===== src/rtl/adc_scaler_pkg.sv =====
// Shared types and constants for the ADC sample scaler slice.
// Latency: n/a (declarations only).
// Backpressure: n/a.
package adc_scaler_pkg;

  localparam int IN_BITS   = 16;
  localparam int OUT_BITS  = 16;
  localparam int PROD_BITS = IN_BITS + 16;
  localparam int SUM_BITS  = IN_BITS + 17;

  // GPIO bus field positions
  localparam int GPIO_DAT_LSB  = 0;
  localparam int GPIO_DAT_MSB  = 7;
  localparam int GPIO_ADR_LSB  = 8;
  localparam int GPIO_ADR_MSB  = 15;
  localparam int GPIO_WCLK_BIT = 16;

  // Command register bit indices
  localparam int CMD_COMMIT_BIT = 0;
  localparam int CMD_CLR_BIT    = 1;

  // Reset values give unity gain: x * 0x0100 >>> 8
  localparam logic [15:0] GAIN_RST   = 16'h0100;
  localparam logic [15:0] OFFSET_RST = 16'h0000;
  localparam logic [4:0]  SHIFT_RST  = 5'd8;

  typedef struct packed {
    logic signed [15:0] gain;
    logic signed [15:0] offset;
    logic        [4:0]  shift;
  } param_set_t;

  localparam param_set_t PARAM_RST = '{gain: GAIN_RST, offset: OFFSET_RST, shift: SHIFT_RST};

  typedef enum logic {
    ST_IDLE = 1'b0,
    ST_WAIT = 1'b1
  } gpio_st_e;

endpackage


===== src/rtl/adc_sample_scaler_if.sv =====
// Bundles the GPIO bus, ADC input stream and scaled output stream of the scaler.
// Latency: n/a (wiring only).
// Backpressure: none; both streams are valid-only.
interface adc_sample_scaler_if;
  import adc_scaler_pkg::*;

  logic [31:0]                gpio_in;
  logic signed [IN_BITS-1:0]  adc_in;
  logic                       adc_in_valid;
  logic [OUT_BITS-1:0]        val_out;
  logic                       val_out_valid;
  logic [15:0]                sat_cnt;

  modport master (
    output gpio_in, adc_in, adc_in_valid,
    input  val_out, val_out_valid, sat_cnt
  );

  modport slave (
    input  gpio_in, adc_in, adc_in_valid,
    output val_out, val_out_valid, sat_cnt
  );

endinterface


===== src/rtl/scaler_gpio_regs.sv =====
// GPIO-programmed gain/offset/shift shadows with atomic commit and sat-counter clear pulse.
// Latency: register actions land on the first clock edge of a matching write strobe.
// Backpressure: none; one action per strobe however long w_clk stays high.
module scaler_gpio_regs
  import adc_scaler_pkg::*;
#(
  parameter int GAIN_REG   = 2,
  parameter int OFFSET_REG = 3,
  parameter int SHIFT_REG  = 4,
  parameter int COMMIT_REG = 5
) (
  input  logic        clk,
  input  logic        rst,
  input  logic [31:0] gpio_i,
  output param_set_t  par_o,
  output logic        clr_o
);

  logic [7:0] dat;
  logic [7:0] adr;
  logic       wclk;
  logic       unused_gpio;

  assign dat         = gpio_i[GPIO_DAT_MSB:GPIO_DAT_LSB];
  assign adr         = gpio_i[GPIO_ADR_MSB:GPIO_ADR_LSB];
  assign wclk        = gpio_i[GPIO_WCLK_BIT];
  assign unused_gpio = ^gpio_i[31:GPIO_WCLK_BIT+1];

  logic is_gain, is_off, is_shift, is_cmd, hit;
  assign is_gain  = (adr == 8'(GAIN_REG));
  assign is_off   = (adr == 8'(OFFSET_REG));
  assign is_shift = (adr == 8'(SHIFT_REG));
  assign is_cmd   = (adr == 8'(COMMIT_REG));
  assign hit      = wclk && (is_gain || is_off || is_shift || is_cmd);

  gpio_st_e   state_q, state_d;
  logic       act;
  param_set_t shd_q, act_q;

  // Strobe state register
  always_ff @(posedge clk or negedge rst) begin
    if (!rst) state_q <= ST_IDLE;
    else      state_q <= state_d;
  end

  // Fire one action on the leading edge of a matching strobe, then wait for w_clk to drop
  always_comb begin
    state_d = state_q;
    act     = 1'b0;
    case (state_q)
      ST_IDLE: if (hit) begin
        act     = 1'b1;
        state_d = ST_WAIT;
      end
      ST_WAIT: if (!wclk) state_d = ST_IDLE;
      default: state_d = ST_IDLE;
    endcase
  end

  // Shadow registers: gain/offset shift in a byte at a time, high byte first
  always_ff @(posedge clk or negedge rst) begin
    if (!rst) begin
      shd_q <= PARAM_RST;
    end else if (act) begin
      if (is_gain)  shd_q.gain   <= {shd_q.gain[7:0], dat};
      if (is_off)   shd_q.offset <= {shd_q.offset[7:0], dat};
      if (is_shift) shd_q.shift  <= dat[4:0];
    end
  end

  // Active set: all three fields move together so a sample never sees a mixed set
  always_ff @(posedge clk or negedge rst) begin
    if (!rst)                                      act_q <= PARAM_RST;
    else if (act && is_cmd && dat[CMD_COMMIT_BIT]) act_q <= shd_q;
  end

  assign par_o = act_q;
  assign clr_o = act && is_cmd && dat[CMD_CLR_BIT];

endmodule


===== src/rtl/adc_sample_scaler.sv =====
// Scales signed ADC samples by gain, >>> shift, + offset, saturates, emits offset-binary for the LUT.
// Latency: fixed 3 cycles adc_in_valid -> val_out_valid; bubbles preserved.
// Backpressure: none (valid-only). Define ADC_SCALER_ROUND_EN for round-half-up instead of floor.
module adc_sample_scaler
  import adc_scaler_pkg::*;
#(
  parameter int GAIN_REG   = 2,
  parameter int OFFSET_REG = 3,
  parameter int SHIFT_REG  = 4,
  parameter int COMMIT_REG = 5
) (
  input  logic                clk,
  input  logic                rst,
  adc_sample_scaler_if.slave  bus
);

  localparam logic signed [SUM_BITS-1:0] SAT_MAX = SUM_BITS'(2**(OUT_BITS-1) - 1);
  localparam logic signed [SUM_BITS-1:0] SAT_MIN = ~SAT_MAX;

  param_set_t par;
  logic       clr;

  scaler_gpio_regs #(
    .GAIN_REG   (GAIN_REG),
    .OFFSET_REG (OFFSET_REG),
    .SHIFT_REG  (SHIFT_REG),
    .COMMIT_REG (COMMIT_REG)
  ) u_regs (
    .clk    (clk),
    .rst    (rst),
    .gpio_i (bus.gpio_in),
    .par_o  (par),
    .clr_o  (clr)
  );

  logic                        s1_vld_q, s2_vld_q, out_vld_q;
  logic signed [IN_BITS-1:0]   s1_adc_q;
  param_set_t                  s1_par_q;
  logic signed [PROD_BITS-1:0] s2_prod_q;
  logic signed [15:0]          s2_off_q;
  logic [4:0]                  s2_shift_q;
  logic [OUT_BITS-1:0]         val_q, val_d;
  logic [15:0]                 sat_cnt_q;
  logic                        clip;

  // S1: capture sample with a snapshot of the active parameter set
  always_ff @(posedge clk or negedge rst) begin
    if (!rst) begin
      s1_vld_q <= 1'b0;
      s1_adc_q <= '0;
      s1_par_q <= PARAM_RST;
    end else begin
      s1_vld_q <= bus.adc_in_valid;
      if (bus.adc_in_valid) begin
        s1_adc_q <= bus.adc_in;
        s1_par_q <= par;
      end
    end
  end

  // S2: exact signed product; carry shift/offset alongside
  always_ff @(posedge clk or negedge rst) begin
    if (!rst) begin
      s2_vld_q   <= 1'b0;
      s2_prod_q  <= '0;
      s2_off_q   <= '0;
      s2_shift_q <= '0;
    end else begin
      s2_vld_q <= s1_vld_q;
      if (s1_vld_q) begin
        s2_prod_q  <= PROD_BITS'(s1_adc_q) * PROD_BITS'(s1_par_q.gain);
        s2_off_q   <= s1_par_q.offset;
        s2_shift_q <= s1_par_q.shift;
      end
    end
  end

  logic signed [SUM_BITS-1:0] rnd, pre, shifted, sum;
  logic [OUT_BITS-1:0]        sat_val;

  // S3 combinational: optional rounding bias, arithmetic shift, offset, clip, offset-binary
  always_comb begin
    rnd = '0;
`ifdef ADC_SCALER_ROUND_EN
    if (s2_shift_q != 5'd0) rnd[6'(s2_shift_q) - 6'd1] = 1'b1;
`endif
    pre     = SUM_BITS'(s2_prod_q) + rnd;
    shifted = pre >>> s2_shift_q;
    sum     = shifted + SUM_BITS'(s2_off_q);
    clip    = 1'b0;
    sat_val = sum[OUT_BITS-1:0];
    if (sum > SAT_MAX) begin
      clip    = 1'b1;
      sat_val = {1'b0, {(OUT_BITS-1){1'b1}}};
    end else if (sum < SAT_MIN) begin
      clip    = 1'b1;
      sat_val = {1'b1, {(OUT_BITS-1){1'b0}}};
    end
    val_d = {~sat_val[OUT_BITS-1], sat_val[OUT_BITS-2:0]};
  end

  // S3 register: output holds its last value through bubbles
  always_ff @(posedge clk or negedge rst) begin
    if (!rst) begin
      out_vld_q <= 1'b0;
      val_q     <= '0;
    end else begin
      out_vld_q <= s2_vld_q;
      if (s2_vld_q) val_q <= val_d;
    end
  end

  // Clip counter: sticks at all-ones; a clear on the same edge beats an increment
  always_ff @(posedge clk or negedge rst) begin
    if (!rst)                                            sat_cnt_q <= '0;
    else if (clr)                                        sat_cnt_q <= '0;
    else if (s2_vld_q && clip && (sat_cnt_q != 16'hFFFF)) sat_cnt_q <= sat_cnt_q + 16'd1;
  end

  assign bus.val_out       = val_q;
  assign bus.val_out_valid = out_vld_q;
  assign bus.sat_cnt       = sat_cnt_q;

endmodule


===== src/flat_wrapper.sv =====
// flat-port wrapper written by rule: the top's interface ports become plain ports
module adc_sample_scaler_flat import adc_scaler_pkg::*;
#(
  parameter int GAIN_REG   = 2,
  parameter int OFFSET_REG = 3,
  parameter int SHIFT_REG  = 4,
  parameter int COMMIT_REG = 5
)
  (clk, rst, bus_gpio_in, bus_adc_in, bus_adc_in_valid, bus_val_out, bus_val_out_valid, bus_sat_cnt);
  adc_sample_scaler_if bus_i ();
  input  logic clk;
  input  logic rst;
  input wire logic [$bits(bus_i.gpio_in)-1:0] bus_gpio_in;
  input wire logic [$bits(bus_i.adc_in)-1:0] bus_adc_in;
  input wire logic [$bits(bus_i.adc_in_valid)-1:0] bus_adc_in_valid;
  output wire logic [$bits(bus_i.val_out)-1:0] bus_val_out;
  output wire logic [$bits(bus_i.val_out_valid)-1:0] bus_val_out_valid;
  output wire logic [$bits(bus_i.sat_cnt)-1:0] bus_sat_cnt;
  assign bus_i.gpio_in = bus_gpio_in;
  assign bus_i.adc_in = bus_adc_in;
  assign bus_i.adc_in_valid = bus_adc_in_valid;
  assign bus_val_out = bus_i.val_out;
  assign bus_val_out_valid = bus_i.val_out_valid;
  assign bus_sat_cnt = bus_i.sat_cnt;
  adc_sample_scaler #(.GAIN_REG(GAIN_REG), .OFFSET_REG(OFFSET_REG), .SHIFT_REG(SHIFT_REG), .COMMIT_REG(COMMIT_REG)) u_core (.clk(clk), .rst(rst), .bus(bus_i));
endmodule

===== config.mk =====
export PLATFORM = sky130hd
export DESIGN_NAME = adc_sample_scaler_flat
export DESIGN_NICKNAME = d
export VERILOG_FILES = /design/src/rtl/adc_scaler_pkg.sv /design/src/rtl/adc_sample_scaler_if.sv /design/src/rtl/scaler_gpio_regs.sv /design/src/rtl/adc_sample_scaler.sv /design/src/flat_wrapper.sv
export SDC_FILE = /design/constraint.sdc
export NUM_CORES = 1
export LEC_CHECK = 0
export CAP_MARGIN = 20
export CORE_MARGIN = 2
export CORE_UTILIZATION = 57
export DETAILED_ROUTE_END_ITERATION = 10
export GPL_ROUTABILITY_DRIVEN = 0
export HOLD_SLACK_MARGIN = 0.1
export PLACE_DENSITY = 0.82
export SLEW_MARGIN = 10
export SYNTH_ARGS = -nofsm -noshare
export SYNTH_HDL_FRONTEND = slang
export SYNTH_SLANG_ARGS = --single-unit

===== constraint.sdc =====
create_clock -name clk -period 6.6 [get_ports clk]
set_input_delay 1.32 -clock clk [delete_from_list [all_inputs] [get_ports clk]]
set_output_delay 1.32 -clock clk [all_outputs]
set_load 0.02 [all_outputs]

==> flow_metrics.py <==
metrics = {
    "die": {
        "coreArea_mm2": 0.03767,
        "io_pins": 84,
        "die_y_um": 199.7,
        "placementRows": 71,
        "fp.dieW_um": 199.7,
        "start_util_pct": 57.94,
        "die_area_mm2": 0.03987,
    },
    "placement": {
        "dp_slack_ps": -154.8,
        "placement.io_buffers": 68,
        "dp_hpwl_um": 39720,
        "dpl-instance-area_mm2": 0.02349,
    },
    "power": {
        "p_switching_w": 0.0009798,
        "ir_drop_v": 0.0003085,
        "leakagePower_nw": 12.25,
        "p_int_w": 0.002470,
        "swShare_pct": 28.40,
        "clockPowerShare_pct": 41.1,
        "power.density_mw_per_mm2": 139.0,
        "p_seq_share_pct": 43.3,
        "power_frac_comb_pct": 15.6,
    },
    "drt": {
        "vias_per_cell": 5.900,
        "vias": 16960,
        "drc_errors": 0,
        "wl_per_cell_um": 18.40,
        "ant_nets": 0,
        "drt_iter0_drc": 1542,
        "totalWireLength_um": 52870,
        "drtPass1Iterations": 7,
    },
    "timing": {
        "max_slew_margin_pct": 30.29,
        "fin_worst_skew_ps": 12.71,
        "fmax_mhz": 148.0,
        "fin_hold_ws_ps": 477.1,
        "rsz0062_at_grt": "true",
        "fin_setup_tns_ps": -426.3,
        "period_needed_ps": 6759,
        "setup_viol": 5,
        "setup_ws_ps": -158.9,
        "slew_viol_final": 0,
        "worst_slew_pin_slew_ps": 1046,
        "final.period_utilization_pct": 102.4,
        "finalHoldViolCount": 0,
    },
    "synthesis": {
        "synth_area_per_cell_um2": 9.782,
        "syn_inst": 2231,
        "synth-edff-count": 0,
        "ys_dominant_reg_cell": "dfrtp_1",
        "ys_seq_elements": 216,
        "synth_cell_types": 68,
        "ys_seq_area_share_pct": 24.80,
        "yosys_warnings": 0,
        "synth_area_mm2": 0.02182,
        "synthArstFlopShare_pct": 100.0,
        "syn-num-nets": 2660,
    },
    "critical_path": {
        "worstSetupPathType": "flop to flop",
        "critPathCaptureType": "flop",
        "cp_max_fo": 5,
        "cp-start-kind": "flop",
        "r2r-end": "u_core.s2_prod_q[31]$_DFFE_PN0P_",
        "required_ps": 7050,
        "r2r_slack_ps": -160,
        "r2r_start": "u_core.s1_adc_q[15]$_DFFE_PN0P_",
        "rr_worst_depth": 25,
        "critical_path_arrival_ps": 7200,
    },
    "clock_network": {
        "holdBufCountCts": 0,
        "h-tree-depth": 1,
        "cts_buffers": 25,
        "clockBufferDepth": 3,
        "clk_latency_ps": 570,
        "cts.sink_count": 216,
        "cts_tree": "yes",
        "clk_pin_slew_ps": 60,
        "cts-root-buf": "clkbuf_16",
    },
    "grt": {
        "grt_pass1_wl_um": 87730,
        "grt_max_degree": 155,
        "grtUsageTotal_pct": 27.76,
        "grt_remaining_overflow": 0,
        "grt_antenna_before_repair": 0,
        "first_global_vias": 17770,
    },
    "status": {
        "failed_checks": "negative setup slack",
        "status": "finished with violations",
    },
    "final_layout": {
        "area_growth_pct": 13.74,
        "fillers": 2786,
        "layout_common_cells": "inv_1 (317), fa_1 (261), nand2_1 (243)",
        "final_net_count": 2773,
        "mostFrequentLayoutCell": "inv_1",
        "layout-drive-gt1-share_pct": 18.71,
        "diodes": 0,
        "fin_area_mm2": 0.02482,
    },
    "run": {
        "cap_violations": 0,
    },
    "min_path": {
        "min_from": "u_core.s1_par_q[2]$_DFFE_PN0P_",
        "min_path_type": "flop to flop",
        "min_path_cells": 2,
        "min_delay_worst_endpoint": "u_core.s2_shift_q[2]$_DFFE_PN0P_",
    },
}
-- routing by layer --
layer,vias up,share of wire [%],global-route usage [%]
li1,7556,-,-
met3,197,6.1,4.051
met5,-,0,0
met4,0,5.1,13.80
met2,666,50,47.22
met1,8539,39,34.74
-- how the worst max path moves through the flow --
stage | startpoint | to | cells past startpoint
floorplan | u_core.s1_par_q[26]$_DFFE_PN0P_ | u_core.s2_prod_q[31]$_DFFE_PN0P_ | 25
global placement | u_core.s1_adc_q[15]$_DFFE_PN0P_ | u_core.s2_prod_q[31]$_DFFE_PN0P_ | 24
detailed placement | u_core.s1_adc_q[15]$_DFFE_PN0P_ | u_core.s2_prod_q[31]$_DFFE_PN0P_ | 24
CTS | u_core.s1_adc_q[15]$_DFFE_PN0P_ | u_core.s2_prod_q[31]$_DFFE_PN0P_ | 24
global route | u_core.s1_par_q[28]$_DFFE_PN0P_ | u_core.s2_prod_q[25]$_DFFE_PN0P_ | 24
finish | u_core.s1_adc_q[15]$_DFFE_PN0P_ | u_core.s2_prod_q[31]$_DFFE_PN0P_ | 25
-- kinds of logic after synthesis --
family                   synth area share [%]
AO/OA/AOI/OAI                           9.867
XOR/XNOR                                1.926
adder cells (fa/ha/maj)                 30.72
buffers and inverters                   7.379
flip-flops                              24.80
multiplexers                            12.17
AND/OR/NAND/NOR                         13.13
-- synth_stat cells, types with 15 or more instances --
master    count  area [µm²]
and2_1      102       638.1
fa_1        263        5265
a21oi_1     110       550.5
and3_1       17       106.4
a211oi_1     21       157.7
o21a_1       18       135.1
dfrtp_1     210        5255
a21o_1       27       202.7
or3_1        25       156.4
nand3_1      29       145.1
nand2_1     247       927.1
nor3_1       15       75.07
inv_1       322        1209
ha_1        115        1439
mux2i_1      31       310.3
nand2b_1     21       131.4
xnor2_1      38       332.8
clkbuf_1     88       330.3
o21ai_0      88       440.4
nor2_1       79       296.5
mux2_2      183        2061
-- sequential cells by signal, indices dropped and copies added, names as in the netlist --
signal                    cells
u_core.s2_shift_q             5
u_core.s1_par_q              37
u_core.u_regs.shd_q          37
u_core.u_regs.state_q         1
u_core.u_regs.par_o          37
u_core.bus.sat_cnt           16
u_core.s2_off_q              16
u_core.bus.val_out           16
u_core.bus.val_out_valid      1
u_core.s2_vld_q               1
u_core.s2_prod_q             32
u_core.s1_vld_q               1
u_core.s1_adc_q              16
-- repair_timing --
| action | CTS | global route |
|---|---|---|
| setup endpoints to repair | 5 | 10 |
| gates resized for setup | 47 | 33 |
| buffers inserted | 20 | 5 |
| pin swaps | 24 | 19 |
-- area by class of cell --
class                      count  area, µm²  share of cell area, %
clock inverter                12      140.1                 0.5646
inverter                     324       1217                  4.905
clock buffer                  34      689.4                  2.777
tap                          511      639.4                  2.576
multi-input combinational   1591      15030                  60.56
sequential                   216       5440                  21.92
timing repair buffer         186       1663                  6.699
-- worst max-delay path, stage by stage, from the launching register on --
cell and delay (ps):
dfrtp_2 470, nand2_2 110, inv_2 50, fa_1 610, inv_2 70, fa_1 480, inv_1 50, fa_1 560
fa_1 450, fa_1 500, inv_1 50, fa_1 500, inv_2 50, ha_4 220, a21o_1 190, a21o_1 190
a221o_1 360, nand2_1 70, o21ai_1 50, a41o_1 250, o31a_1 270, a221o_1 360, nand2b_4 180, a31oi_4 190
xnor2_2 80, mux2_4 270
-- power groups by stage --
| stage | clock network, W | logic (W) | registers (W) |
|---|---|---|---|
| finish | 0.00142 | 0.000538 | 0.00150 |
| global route | 0.00150 | 0.000590 | 0.00151 |
| CTS | 0.00144 | 0.000536 | 0.00149 |
| detailed placement | 0 | 0.000516 | 0.00152 |
| global placement | 0 | 0.000499 | 0.00151 |
| floorplan | 0 | 0.000202 | 0.00156 |
-- stage by stage --
step	total power [W]	utilization (%)	std cells
after floorplan	0.001761	-	2231
after global placement	0.002009	62.36	2803
after detailed placement	0.002033	62.36	2803
after CTS	0.003467	65.47	2869
after global routing	0.003601	65.90	2874
final	0.003450	65.90	2874
No activity file was read; power rests on OpenSTA's default activity.
